$ cat src/rtl/mem_cfg_regfile_pkg.sv
// Shared types and constants for the memory-configuration register file.
package mem_cfg_pkg;

  typedef enum logic [1:0] {
    IDLE = 2'd0,
    WAIT = 2'd1,
    ACK  = 2'd2,
    REL  = 2'd3
  } state_t;

  // Bit positions inside the CTRL register
  localparam int EN_BIT   = 0;
  localparam int LOCK_BIT = 1;

  // CTRL sits directly after the port registers
  function automatic int ctrl_ofs(input int num_ports);
    return num_ports;
  endfunction

  // ERRCNT sits directly after CTRL
  function automatic int err_ofs(input int num_ports);
    return num_ports + 1;
  endfunction

endpackage

$ cat src/rtl/mem_cfg_regfile_if.sv
// Memory-configuration bus: request side driven by the master, response by the slave.
interface mem_cfg_regfile_if #(
  parameter int DATA_W = 8,
  parameter int ADDR_W = 8
);
  logic              mem_sel_en;
  logic [ADDR_W-1:0] mem_addr;
  logic [DATA_W-1:0] mem_wr_data;
  logic              mem_wr_rd_s;
  logic [DATA_W-1:0] mem_rd_data;
  logic              mem_ack;
  logic              mem_err;

  modport master (
    output mem_sel_en, mem_addr, mem_wr_data, mem_wr_rd_s,
    input  mem_rd_data, mem_ack, mem_err
  );

  modport slave (
    input  mem_sel_en, mem_addr, mem_wr_data, mem_wr_rd_s,
    output mem_rd_data, mem_ack, mem_err
  );
endinterface

$ cat src/rtl/mem_cfg_regfile_err_cnt.sv
// Saturating error counter with clear-on-read; an error in the clear cycle leaves 1.
module mem_cfg_err_cnt #(
  parameter int DATA_W = 8
) (
  input  logic              clk,
  input  logic              rst_n,
  input  logic              inc,
  input  logic              clr,
  output logic [DATA_W-1:0] cnt
);

  // Count errors, clear on read, saturate at all-ones
  always_ff @(posedge clk) begin
    if (!rst_n) begin
      cnt <= '0;
    end else if (clr) begin
      cnt <= inc ? DATA_W'(1) : '0;
    end else if (inc && (cnt != '1)) begin
      cnt <= cnt + DATA_W'(1);
    end
  end

endmodule

$ cat src/rtl/mem_cfg_regfile.sv
// Configuration register file on the switch memory bus: port address registers,
// CTRL (enable + sticky lock) and a clear-on-read error counter.
module mem_cfg_regfile
  import mem_cfg_pkg::*;
#(
  parameter int DATA_W    = 8,
  parameter int ADDR_W    = 8,
  parameter int NUM_PORTS = 4,
  parameter int ACK_LAT   = 0
) (
  input  logic                        clk,
  input  logic                        rst_n,
  mem_cfg_regfile_if.slave            bus,
  output logic [NUM_PORTS*DATA_W-1:0] port_addr_o,
  output logic                        sw_enable_o,
  output logic                        cfg_locked_o
);

  localparam logic [ADDR_W-1:0] CTRL_A = ADDR_W'(ctrl_ofs(NUM_PORTS));
  localparam logic [ADDR_W-1:0] ERR_A  = ADDR_W'(err_ofs(NUM_PORTS));

  state_t            state;
  logic [2:0]        cnt_q;
  logic [ADDR_W-1:0] addr_q;
  logic [DATA_W-1:0] data_q;
  logic              wr_q;

  logic [DATA_W-1:0] port_q [NUM_PORTS];
  logic              en_q;
  logic              lock_q;

  logic              ack_q;
  logic              err_q;
  logic [DATA_W-1:0] rd_q;
  logic [DATA_W-1:0] err_cnt;

  logic [ADDR_W-1:0] acc_addr;
  logic [DATA_W-1:0] acc_data;
  logic              acc_wr;
  logic              acc_err;
  logic [DATA_W-1:0] acc_rd;
  logic              dup;
  logic              commit;

  // Decode the live bus request in IDLE (zero-latency case), else the latched one
  always_comb begin
    acc_addr = addr_q;
    acc_data = data_q;
    acc_wr   = wr_q;
    if (state == IDLE) begin
      acc_addr = bus.mem_addr;
      acc_data = bus.mem_wr_data;
      acc_wr   = bus.mem_wr_rd_s;
    end
  end

  // Legality check, duplicate-address compare and read mux for the current access
  always_comb begin
    dup     = 1'b0;
    acc_err = 1'b0;
    acc_rd  = '0;
    for (int i = 0; i < NUM_PORTS; i++) begin
      if ((acc_data != '0) && (port_q[i] == acc_data) && (acc_addr != ADDR_W'(i)))
        dup = 1'b1;
    end
    if (acc_addr < CTRL_A) begin
      if (acc_wr) begin
        acc_err = lock_q || dup;
      end else begin
        for (int i = 0; i < NUM_PORTS; i++) begin
          if (acc_addr == ADDR_W'(i)) acc_rd = port_q[i];
        end
      end
    end else if (acc_addr == CTRL_A) begin
      if (acc_wr) begin
        // Once locked, only writes that keep enable set are accepted
        acc_err = lock_q && !acc_data[EN_BIT];
      end else begin
        acc_rd[EN_BIT]   = en_q;
        acc_rd[LOCK_BIT] = lock_q;
      end
    end else if (acc_addr == ERR_A) begin
      if (acc_wr) acc_err = 1'b1;
      else        acc_rd  = err_cnt;
    end else begin
      acc_err = 1'b1;
    end
    if (acc_err) acc_rd = '0;
  end

  // Bus FSM; ack/err/rd_data are registered on entry to ACK
  always_ff @(posedge clk) begin
    if (!rst_n) begin
      state <= IDLE;
      cnt_q <= '0;
      ack_q <= 1'b0;
      err_q <= 1'b0;
      rd_q  <= '0;
    end else begin
      ack_q <= 1'b0;
      err_q <= 1'b0;
      rd_q  <= '0;
      case (state)
        IDLE: begin
          if (bus.mem_sel_en) begin
            cnt_q <= 3'(ACK_LAT);
            if (ACK_LAT == 0) begin
              state <= ACK;
              ack_q <= 1'b1;
              err_q <= acc_err;
              rd_q  <= acc_rd;
            end else begin
              state <= WAIT;
            end
          end
        end
        WAIT: begin
          if (!bus.mem_sel_en) begin
            state <= IDLE;
          end else if (cnt_q == 3'd1) begin
            state <= ACK;
            ack_q <= 1'b1;
            err_q <= acc_err;
            rd_q  <= acc_rd;
          end else begin
            cnt_q <= cnt_q - 3'd1;
          end
        end
        ACK:     state <= REL;
        REL:     if (!bus.mem_sel_en) state <= IDLE;
        default: state <= IDLE;
      endcase
    end
  end

  // Capture the request once; address and data are not reset
  always_ff @(posedge clk) begin
    if ((state == IDLE) && bus.mem_sel_en) begin
      addr_q <= bus.mem_addr;
      data_q <= bus.mem_wr_data;
      wr_q   <= bus.mem_wr_rd_s;
    end
  end

  assign commit = (state == ACK);

  // Commit accepted writes at the end of the ACK cycle
  always_ff @(posedge clk) begin
    if (!rst_n) begin
      for (int i = 0; i < NUM_PORTS; i++) port_q[i] <= '0;
      en_q   <= 1'b0;
      lock_q <= 1'b0;
    end else if (commit && wr_q && !err_q) begin
      for (int i = 0; i < NUM_PORTS; i++) begin
        if (addr_q == ADDR_W'(i)) port_q[i] <= data_q;
      end
      if (addr_q == CTRL_A) begin
        en_q   <= data_q[EN_BIT];
        lock_q <= lock_q | data_q[LOCK_BIT];
      end
    end
  end

  mem_cfg_err_cnt #(.DATA_W(DATA_W)) u_err_cnt (
    .clk   (clk),
    .rst_n (rst_n),
    .inc   (commit && err_q),
    .clr   (commit && !err_q && !wr_q && (addr_q == ERR_A)),
    .cnt   (err_cnt)
  );

  // Flatten port registers onto the datapath bus
  always_comb begin
    port_addr_o = '0;
    for (int i = 0; i < NUM_PORTS; i++) port_addr_o[i*DATA_W +: DATA_W] = port_q[i];
  end

  assign sw_enable_o     = en_q;
  assign cfg_locked_o    = lock_q;
  assign bus.mem_ack     = ack_q;
  assign bus.mem_err     = err_q;
  assign bus.mem_rd_data = rd_q;

endmodule

$ cat src/flat_wrapper.sv
// flat-port wrapper written by rule: the top's interface ports become plain ports
module mem_cfg_regfile_flat import mem_cfg_pkg::*;
#(
  parameter int DATA_W    = 8,
  parameter int ADDR_W    = 8,
  parameter int NUM_PORTS = 4,
  parameter int ACK_LAT   = 0
)
  (clk, rst_n, port_addr_o, sw_enable_o, cfg_locked_o, bus_mem_sel_en, bus_mem_addr, bus_mem_wr_data, bus_mem_wr_rd_s, bus_mem_rd_data, bus_mem_ack, bus_mem_err);
  mem_cfg_regfile_if #(.DATA_W(DATA_W), .ADDR_W(ADDR_W)) bus_i ();
  input  logic clk;
  input  logic rst_n;
  output logic [NUM_PORTS*DATA_W-1:0] port_addr_o;
  output logic sw_enable_o;
  output logic cfg_locked_o;
  input wire logic [$bits(bus_i.mem_sel_en)-1:0] bus_mem_sel_en;
  input wire logic [$bits(bus_i.mem_addr)-1:0] bus_mem_addr;
  input wire logic [$bits(bus_i.mem_wr_data)-1:0] bus_mem_wr_data;
  input wire logic [$bits(bus_i.mem_wr_rd_s)-1:0] bus_mem_wr_rd_s;
  output wire logic [$bits(bus_i.mem_rd_data)-1:0] bus_mem_rd_data;
  output wire logic [$bits(bus_i.mem_ack)-1:0] bus_mem_ack;
  output wire logic [$bits(bus_i.mem_err)-1:0] bus_mem_err;
  assign bus_i.mem_sel_en = bus_mem_sel_en;
  assign bus_i.mem_addr = bus_mem_addr;
  assign bus_i.mem_wr_data = bus_mem_wr_data;
  assign bus_i.mem_wr_rd_s = bus_mem_wr_rd_s;
  assign bus_mem_rd_data = bus_i.mem_rd_data;
  assign bus_mem_ack = bus_i.mem_ack;
  assign bus_mem_err = bus_i.mem_err;
  mem_cfg_regfile #(.DATA_W(DATA_W), .ADDR_W(ADDR_W), .NUM_PORTS(NUM_PORTS), .ACK_LAT(ACK_LAT)) u_core (.clk(clk), .rst_n(rst_n), .bus(bus_i), .port_addr_o(port_addr_o), .sw_enable_o(sw_enable_o), .cfg_locked_o(cfg_locked_o));
endmodule
$ cat config.mk
export PLATFORM = sky130hd
export DESIGN_NAME = mem_cfg_regfile_flat
export DESIGN_NICKNAME = d
export VERILOG_FILES = /design/src/rtl/mem_cfg_regfile_pkg.sv /design/src/rtl/mem_cfg_regfile_if.sv /design/src/rtl/mem_cfg_regfile_err_cnt.sv /design/src/rtl/mem_cfg_regfile.sv /design/src/flat_wrapper.sv
export SDC_FILE = /design/constraint.sdc
export NUM_CORES = 1
export LEC_CHECK = 0
export CELL_PAD_IN_SITES_DETAIL_PLACEMENT = 1
export CELL_PAD_IN_SITES_GLOBAL_PLACEMENT = 2
export CORE_ASPECT_RATIO = 0.75
export CORE_MARGIN = 5
export CORE_UTILIZATION = 38
export DETAILED_ROUTE_END_ITERATION = 12
export HOLD_SLACK_MARGIN = 0.03
export PLACE_DENSITY = 0.87
export SYNTH_ARGS = -nofsm -noshare
export SYNTH_HDL_FRONTEND = slang
export SYNTH_HIERARCHICAL = 1
export SYNTH_SLANG_ARGS = --single-unit
$ cat constraint.sdc
create_clock -name clk -period 3.9 [get_ports clk]
set_input_delay 0.39 -clock clk [delete_from_list [all_inputs] [get_ports clk]]
set_output_delay 0.39 -clock clk [all_outputs]
set_load 0.01 [all_outputs]
==> results.py <==
metrics = {
    "status": {
        "status": "finished, final reports clean",
    },
    "sta": {
        "grt_setup_unrepaired": "false",
        "final.setup.worst_slack_ns": 1.02,
        "max_freq_mhz": 347,
        "setup_tns_ns": 0,
        "hold_violations": 0,
        "final.min_clock_period_ns": 2.88,
        "tightest_slew_ns": 0.873,
        "timing.final.setup_violations": 0,
        "maxSlewViolCount": 0,
        "post-route-period-util_pct": 73.9,
        "worst_slew_slack_as_a_fraction_of_its_limit_pct": 41.6,
        "finalClockSkew_ns": 0.00837,
    },
    "detailed_routing": {
        "num_vias": 3506,
        "antenna_left": 0,
        "totalWireLength_mm": 13.8,
        "wl_per_cell_um": 22.7,
        "drc_marker_count_from_the_first_detailed_route_iteration": 250,
        "post-route-drc-count": 0,
        "first_pass_iteration_count_of_the_detailed_router": 5,
        "vias_per_cell": 5.79,
    },
    "clock_tree": {
        "worst_skew_pair.late_latency_ns": 0.35,
        "postCtsHoldBufs": 0,
        "cts_setup_buffers": 0,
        "cts_inserted_buffers": 9,
        "ctsResizeCount": 0,
        "clock_path_buffers": 2,
        "cell_at_the_root_of_the_clock_tree": "clkbuf_16",
        "clock_transition_at_the_register_clock_pins_on_the_worst_setup_and_hold_paths_after_cts_ns": 0.06,
        "h_tree_lvl_count": 3,
        "cts_tree": "built",
        "tritoncts_num_sinks": 74,
    },
    "yosys": {
        "synth_edf_count": 49,
        "ys_async_sr_fraction_pct": 0,
        "ys_dominant_reg_cell": "edfxtp_1",
        "syn-mean-instance-area_sq_um": 10.5,
        "syn_nets": 423,
        "yosysWarningCount": 6,
        "syn_inst": 400,
        "syn-cell-area_sq_mm": 0.00419,
        "yosysSeqAreaShare_pct": 47.1,
        "synth_cell_types": 66,
        "ys_seq_elements": 74,
    },
    "power_and_ir_drop": {
        "share_seq_of_total_power_pct": 45.8,
        "netSwitchingFraction_pct": 28.6,
        "p_sw_uw": 580,
        "combinational_cell_fraction_of_total_power_pct": 15.7,
        "fin_total_pwr_mw": 2.03,
        "irDropWorstVdd_mv": 0.271,
        "power.clock.fraction_pct": 38.6,
        "p_per_area_mw_per_mm2": 387,
        "internal_power_mw": 1.45,
        "power_leakage_nw": 1.78,
    },
    "cells_and_area": {
        "commonest_non_fill_non_tap_cell_in_the_layout": "clkdlybuf4s50_1",
        "antenna_cells": 0,
        "commonest_cells_after_routing_fill_and_taps_aside": "clkdlybuf4s50_1 (63), edfxtp_1 (49), dfxtp_1 (25)",
        "drive_above_1_share_pct": 9.66,
        "synthToLayoutAreaGrowth_pct": 25.0,
        "final_cell_count_no_fill": 606,
        "num-fill-cells": 1203,
        "final_nets": 484,
    },
    "floorplanning": {
        "die-height_um": 101,
        "fp.dieW_um": 131,
        "placement_rows": 33,
        "io_pins": 64,
        "fp.dieArea_sq_mm": 0.0132,
        "initial_utilization_pct": 38.6,
        "design.core.area_sq_mm": 0.0109,
    },
    "placement": {
        "preCtsSetupSlack_ns": 1.02,
        "half_perimeter_wire_length_after_placement_mm": 10.3,
        "place_inst": 590,
        "routabilityCongestion": 0.929,
        "port_buffer_count": 63,
    },
    "critical_path": {
        "setup.worst_path.class": "register to register",
        "startpoint_type": "register",
        "cpMaxStageDelayCell": "or4_4",
        "crit_path_max_incr_delay_ns": 0.55,
        "timing.critical_path.mode_cell": "nor2b_1",
        "critical_path.cell_chain": "or4_4, nor4_1, nor2b_1, nand2_1, nor3_1, nor2b_1, o311ai_0, o41ai_1",
        "endpoint_kind": "register",
        "crit_path_max_fanout": 5,
        "worst_r2r_startpoint": "u_core/addr_q[6]",
        "worst-endpoint-arrival_ns": 3.09,
        "timing.critical_path.required_ns": 4.11,
        "worst_setup_path_startpoint": "u_core/addr_q[6]",
    },
    "flow_run": {
        "count_of_maximum_capacitance_violations": 0,
    },
    "global_route": {
        "first_pass_grt_wire_length_mm": 21.4,
        "largest_net_degree_at_the_start_of_global_routing": 19,
        "via_count_of_the_first_global_routing_pass": 3679,
        "grtUsageTotal_pct": 21.1,
        "number_of_antenna_violations_at_the_first_check_in_global_routing": 0,
        "gr-total-overflow": 0,
    },
    "min_path": {
        "holdCritStartpoint": "u_core/u_err_cnt/cnt[7]",
        "hp-class": "register to register",
    },
}
==> logic make-up (layout without fill, tap and decap cells) <==
logic type      Yosys count  after routing  synth area share (%)
simple gates            145            145                  19.2
flops                    74             74                  47.1
compound gates           73             73                  12.3
buf+inv                  44            110                  4.42
xor+xnor                 38             38                  7.95
mux                      23             23                  8.07
fa+ha+maj                 3              3                 0.897
==> worst paths after layout <==
| check | end | slack [ns] | cells past startpoint |
|---|---|---|---|
| worst max-delay path | u_core/u_err_cnt/cnt[4] | 1.02 | 8 |
| worst min-delay path | u_core/u_err_cnt/cnt[7] | 0.54 | 2 |
| worst max register to register | u_core/u_err_cnt/cnt[4] | 1.02 | 8 |
| worst min register to register | u_core/u_err_cnt/cnt[7] | 0.54 | 2 |
==> final cells by class <==
cell class | instances | area [sq um] | share of cell area [%]
clock buffers | 9 | 225 | 4.30
clock inverters | 7 | 53.8 | 1.03
inverters | 23 | 86.3 | 1.65
multi-input cells | 282 | 2030 | 38.8
flip-flops and latches | 74 | 1970 | 37.7
well taps | 140 | 175 | 3.35
repair buffers | 71 | 691 | 13.2
==> power groups by stage <==
stage	Clock, mW	Combinational (mW)	Sequential [mW]
after global routing	0.836	0.340	0.931
after detailed placement	0	0.313	0.943
after floorplan	0	0.206	0.916
final	0.782	0.317	0.928
after global placement	0	0.307	0.941
after CTS	0.800	0.315	0.926
==> synthesized netlist by cell type (all sizes together), types with 4 or more instances <==
cell / number / share of area, %
a21oi: 10 / 1.2
nor2b: 12 / 1.8
nor3: 24 / 3.1
xor2: 19 / 4.0
edfxtp: 49 / 35
mux4: 8 / 4.3
o221ai: 6 / 1.3
nor4: 13 / 1.9
and2: 17 / 2.5
buf: 4 / 0.84
nor2: 23 / 2.2
xnor2: 19 / 4.0
mux2i: 12 / 3.0
a22oi: 9 / 1.6
nand2b: 6 / 0.90
clkbuf: 17 / 1.5
nand2: 24 / 2.2
inv: 23 / 2.1
dfxtp: 25 / 12
nand3: 9 / 1.1
o21ai: 17 / 2.0
==> metal layers <==
metal	global-route usage [%]	part of all wire, %	vias to the layer above
met5	0	0	-
met4	7.51	1.5	0
met3	5.64	7.4	18
met2	33.0	45	132
met1	28.5	46	1752
li1	-	-	1604
==> flip-flops by register name, summed over array words and instances, names as in the netlist <==
signal                  count
u_core/sw_enable_o          1
u_core/addr_q               8
u_core/bus.mem_ack          1
u_core/state                2
u_core/u_err_cnt/cnt        8
u_core/data_q               8
u_core/bus.mem_err          1
u_core/wr_q                 1
u_core/bus.mem_rd_data      8
u_core/cnt_q                3
u_core/cfg_locked_o         1
u_core/port_q              32
==> critical path: cells and delay by family (launching register included) <==
kind / cells / cell delay (ns)
AO/OA/AOI/OAI: 2 / 0.30
flip-flops: 1 / 0.38
AND/OR/NAND/NOR: 6 / 2.07
==> metrics by stage <==
stage	area, sq um	utilization, %	hold WS (ns)
floorplan	4190	-	0.469
finish	5230	48.2	0.545
detailed placement	4950	45.6	0.536
global route	5230	48.2	0.573
global placement	4950	45.6	0.522
CTS	5230	48.2	0.553
Power figures use the tool's default switching activity.
